$ cat src/rtl/branch_logic_if.sv
// Operand/flag/result bundle between the decode stage and the BranchL branch-resolution unit.
// The master drives the opcode, operands and flags; the slave returns the taken flag and the target.
interface branch_if #(
   parameter int OPW  = 6,
   parameter int OFSW = 26,
   parameter int DW   = 32
);
   logic [OPW-1:0]  opcode;
   logic [OFSW-1:0] offset_in;
   logic [DW-1:0]   rs_value;
   logic            zflag_ff;
   logic            oflag_ff;
   logic            cflag_ff;
   logic            sflag_ff;
   logic [OFSW-1:0] offset_out;
   logic            branch;

   modport master (
      output opcode, offset_in, rs_value, zflag_ff, oflag_ff, cflag_ff, sflag_ff,
      input  offset_out, branch
   );

   modport slave (
      input  opcode, offset_in, rs_value, zflag_ff, oflag_ff, cflag_ff, sflag_ff,
      output offset_out, branch
   );
endinterface

$ cat src/rtl/branch_logic.sv
// BranchL: decodes the branch opcode against the registered ALU flags, with one-cycle registered outputs.
// Define BRANCHL_RS_COMPARE_EN to enable the rs-versus-zero compares (opcodes 10..13).
module branch_logic #(
   parameter int OPW  = 6,
   parameter int OFSW = 26,
   parameter int DW   = 32
) (
   input  logic     clk_i,
   input  logic     rst_ni,
   branch_if.slave  bus
);

   logic            taken_s;
   logic [OFSW-1:0] target_s;
   logic            branch_d;
   logic            branch_q;
   logic [OFSW-1:0] offset_d;
   logic [OFSW-1:0] offset_q;

`ifndef BRANCHL_RS_COMPARE_EN
   logic unused_rs_hi_s;
   assign unused_rs_hi_s = ^bus.rs_value[DW-1:OFSW];
`endif

   // Taken decision and target selection; only the flag named by the opcode is examined.
   always_comb begin
      taken_s  = 1'b0;
      target_s = bus.offset_in;
      case (bus.opcode)
         6'd0:    taken_s = 1'b1;
         6'd1:    taken_s = bus.zflag_ff;
         6'd2:    taken_s = ~bus.zflag_ff;
         6'd3: begin
            taken_s  = 1'b1;
            target_s = bus.rs_value[OFSW-1:0];
         end
         6'd4:    taken_s = bus.cflag_ff;
         6'd5:    taken_s = ~bus.cflag_ff;
         6'd6:    taken_s = bus.sflag_ff;
         6'd7:    taken_s = ~bus.sflag_ff;
         6'd8:    taken_s = bus.oflag_ff;
         6'd9:    taken_s = ~bus.oflag_ff;
`ifdef BRANCHL_RS_COMPARE_EN
         6'd10:   taken_s = bus.rs_value[DW-1];
         6'd11:   taken_s = ~bus.rs_value[DW-1];
         6'd12:   taken_s = (bus.rs_value == {DW{1'b0}});
         6'd13:   taken_s = (bus.rs_value != {DW{1'b0}});
`endif
         default: taken_s = 1'b0;
      endcase
   end

   // A not-taken decision clears the offset so no stale target reaches the PC logic.
   always_comb begin
      branch_d = taken_s;
      if (taken_s) begin
         offset_d = target_s;
      end else begin
         offset_d = {OFSW{1'b0}};
      end
   end

   // Output registers; asynchronous clear holds both outputs low while reset is asserted.
   always_ff @(posedge clk_i or negedge rst_ni) begin
      if (!rst_ni) begin
         branch_q <= 1'b0;
         offset_q <= {OFSW{1'b0}};
      end else begin
         branch_q <= branch_d;
         offset_q <= offset_d;
      end
   end

   assign bus.branch     = branch_q;
   assign bus.offset_out = offset_q;

endmodule

$ cat src/flat_wrapper.sv
// flat-port wrapper written by rule: the top's interface ports become plain ports
module branch_logic_flat 
#(
   parameter int OPW  = 6,
   parameter int OFSW = 26,
   parameter int DW   = 32
)
  (clk_i, rst_ni, bus_opcode, bus_offset_in, bus_rs_value, bus_zflag_ff, bus_oflag_ff, bus_cflag_ff, bus_sflag_ff, bus_offset_out, bus_branch);
  branch_if #(.OPW(OPW), .OFSW(OFSW), .DW(DW)) bus_i ();
  input  logic clk_i;
  input  logic rst_ni;
  input wire logic [$bits(bus_i.opcode)-1:0] bus_opcode;
  input wire logic [$bits(bus_i.offset_in)-1:0] bus_offset_in;
  input wire logic [$bits(bus_i.rs_value)-1:0] bus_rs_value;
  input wire logic [$bits(bus_i.zflag_ff)-1:0] bus_zflag_ff;
  input wire logic [$bits(bus_i.oflag_ff)-1:0] bus_oflag_ff;
  input wire logic [$bits(bus_i.cflag_ff)-1:0] bus_cflag_ff;
  input wire logic [$bits(bus_i.sflag_ff)-1:0] bus_sflag_ff;
  output wire logic [$bits(bus_i.offset_out)-1:0] bus_offset_out;
  output wire logic [$bits(bus_i.branch)-1:0] bus_branch;
  assign bus_i.opcode = bus_opcode;
  assign bus_i.offset_in = bus_offset_in;
  assign bus_i.rs_value = bus_rs_value;
  assign bus_i.zflag_ff = bus_zflag_ff;
  assign bus_i.oflag_ff = bus_oflag_ff;
  assign bus_i.cflag_ff = bus_cflag_ff;
  assign bus_i.sflag_ff = bus_sflag_ff;
  assign bus_offset_out = bus_i.offset_out;
  assign bus_branch = bus_i.branch;
  branch_logic #(.OPW(OPW), .OFSW(OFSW), .DW(DW)) u_core (.clk_i(clk_i), .rst_ni(rst_ni), .bus(bus_i));
endmodule
$ cat config.mk
export PLATFORM = sky130hd
export DESIGN_NAME = branch_logic_flat
export DESIGN_NICKNAME = d
export VERILOG_FILES = /design/src/rtl/branch_logic_if.sv /design/src/rtl/branch_logic.sv /design/src/flat_wrapper.sv
export SDC_FILE = /design/constraint.sdc
export NUM_CORES = 1
export LEC_CHECK = 0
export BUFFER_PORTS_ARGS = -buffer_cell sky130_fd_sc_hd__buf_2
export CAP_MARGIN = 5
export CORE_ASPECT_RATIO = 1.25
export CORE_MARGIN = 1
export CORE_UTILIZATION = 38
export DETAILED_ROUTE_END_ITERATION = 7
export GPL_ROUTABILITY_DRIVEN = 0
export PLACE_DENSITY = 0.75
export SLEW_MARGIN = 0
export SYNTH_ARGS = -nofsm -noshare
export SYNTH_HDL_FRONTEND = slang
export SYNTH_SLANG_ARGS = --single-unit
$ cat constraint.sdc
create_clock -name clk_i -period 0.8 [get_ports clk_i]
set_clock_uncertainty 0.2 [all_clocks]
set_input_delay 0.04 -clock clk_i [delete_from_list [all_inputs] [get_ports clk_i]]
set_output_delay 0.04 -clock clk_i [all_outputs]
set_load 0.005 [all_outputs]
==> flow_metrics.tcl <==
set metrics [dict create \
    drcViolationCount 0 \
    critPathMaxFanout 5 \
    dr_total_vias 1372 \
    routed_wirelength_mm 4.19 \
    multi_input_area_um2 1020 \
    clk_path_buf_depth 2 \
    synth_seq_cells 27 \
    synth.net_count 180 \
    ys_types 23 \
    fin_crit_sh_pct 190 \
    synth_warnings 0 \
    drv_cap 0 \
    drtPass1Iterations 4 \
    grt_pass1_wl_mm 6.23 \
    synthCells 110 \
    yosysTopAreaCell "dfrtp_1" \
    die_width_um 59.0 \
    synth_edf_count 0 \
    worst_pin_slew_ns 0.420 \
    syn_area_um2 1540 \
    drv_slew 0 \
    max_freq_mhz 657 \
    drive_gt1_share_pct 66.5 \
    core_um2 3850 \
    antenna_found_initial 0 \
    yosys-top-cells-count "27 x dfrtp_1, 26 x mux2i_1, 16 x a2111oi_2, 7 x a2111oi_0, 6 x buf_2" \
    cp-start-kind "primary input" \
    cts_hold_buffers 1 \
    critPathCaptureType "register" \
    fin_cells 266 \
    io_buffer_count 90 \
    htree_levels 1 \
    utilization_pct 65.1 \
    power.density_nw_per_um2 1190 \
    status "finished, violations left" \
    hold_path_class "in -> reg" \
    crit_arrival_ns 1.47 \
    place_hpwl_mm 2.75 \
    synth_area_per_cell_um2 14.0 \
    area_growth_pct 62.4 \
    io_pins 97 \
    via_per_inst 5.16 \
    clock_sinks 27 \
    fin_tns_setup_ns -23.35 \
    violations "hold timing, setup timing" \
    hold_violations 10 \
    ant_nets 0 \
    min-delay-start "bus_rs_value[25]" \
    fin_nets 283 \
    fill_cells 295 \
    die_h_um 73.2 \
    track_usage_pct 19.4 \
    cts_root_buffer "clkbuf_8" \
    setup_viol 54 \
    fin_ws_ns -0.723 \
    power_uw 2990 \
    wire_per_inst_um 15.7 \
    grt_max_degree 28 \
    synthFlopType "dfrtp_1" \
    leakagePower_uw 0.00125 \
    relSlewSlack_pct 71.8 \
    holdPathStages 3 \
    required_ns 0.75 \
    grt_overflow 0 \
    netlist.area_leader.share_pct 43.8 \
    initial_core_util_pct 40.1 \
    min_period_ns 1.52 \
    irDropWorstVdd_v 0.000672 \
    path_clk_slew_ns 0.09 \
    dp_cells 256 \
    criticalPathCategory "in -> reg" \
    grt_pass1_vias 1327 \
    synth_area_leaders "dfrtp_1 44%, mux2i_1 17%, a2111oi_2 16%, a2111oi_4 5.4%, a2111oi_0 4.0%" \
    fp.dieArea_um2 4320 \
    rsz0062_at_grt "true" \
    min_to "u_core.bus.offset_out[25]" \
    regArea_um2 676 \
    synthMostInstantiatedCell "dfrtp_1" \
    rows 25 \
    cts_made_buffers 3 \
    whs_ns -0.105 \
    seq_area_frac_synth_pct 43.8 \
    detailedRoute.firstIterationViolations 31 \
    cts_tree "done" \
    synth_async_sr_flop_share_pct 100 \
    antennaDiodeCount 0 \
]
## sequential cells by signal, summed over array words and instances, names as in the netlist
name and count:
u_core.bus.branch 1, u_core.bus.offset_out 26
## power breakdown
part | internal [uW] | switching, uW
Sequential | 1400 | 7.89
Clock | 356 | 411
Combinational | 380 | 439
## worst max path at each step
stage               slack (ns)          start                   endpoint
floorplan                -0.89  bus_opcode[5]  u_core.bus.offset_out[10]
global placement         -1.08  bus_opcode[5]   u_core.bus.offset_out[2]
detailed placement       -1.14  bus_opcode[5]   u_core.bus.offset_out[0]
CTS                      -0.71  bus_opcode[5]  u_core.bus.offset_out[10]
global route             -0.76  bus_opcode[5]  u_core.bus.offset_out[22]
finish                   -0.72  bus_opcode[5]  u_core.bus.offset_out[23]
## through the flow
step / setup slack (ns) / cell area [um2]
after detailed placement: -1.14 / 2150
after global placement: -1.08 / 2150
after floorplan: -0.890 / 1560
after global routing: -0.763 / 2500
final: -0.723 / 2500
after CTS: -0.715 / 2440
## kinds of logic (layout without fill, tap and decap cells)
group / count (synthesis) / count (layout) / share of synthesized area, %
and+or+nand+nor: 10 / 10 / 4.22
muxes: 26 / 26 / 16.9
DFF: 27 / 27 / 43.8
buffers and inverters: 14 / 115 / 5.60
AOI/OAI and AO/OA: 33 / 34 / 29.5
## layout make-up
class | count | area share, %
repair buffers | 110 | 27.8
well taps | 54 | 2.70
clock buffers | 4 | 1.80
flip-flops and latches | 27 | 27.0
multi-input cells | 70 | 40.6
inverters | 1 | 0.150
## repair_timing
action / CTS / global route
setup buffers: 3 / 0
endpoints found under the setup margin: 54 / 54
hold endpoints to repair: 41 / 9
gates resized for setup: 31 / 9
cloned: 2 / 0
pin swaps: 5 / 2
## cell usage in the layout, fill, tap and decap left out, types with 2 or more instances in the layout
cell       netlist  layout
nor2b_1          2       2
buf_2            6      89
a2111oi_4        3      16
buf_12           0       6
dfrtp_1         27      27
clkbuf_8         0       3
nor3b_1          2       2
buf_4            1      10
a32oi_4          1       2
mux2i_1         26      26
a2111oi_2       16       8
buf_6            3       4
## layer usage
layer / track usage [%] / part of all wire, % / vias up
met4: 6.35 / 1.3 / 0
met2: 35.1 / 54 / 63
li1: - / - / 650
met3: 2.66 / 5.8 / 6
met5: 0 / 0 / -
met1: 23.2 / 39 / 653
## critical path: stages
cell,delay [ns]
buf_6,0.10
or4b_4,0.54
o21ai_4,0.09
buf_4,0.15
a32oi_4,0.17
a2111oi_2,0.37
(Power assumes the default switching activity.)
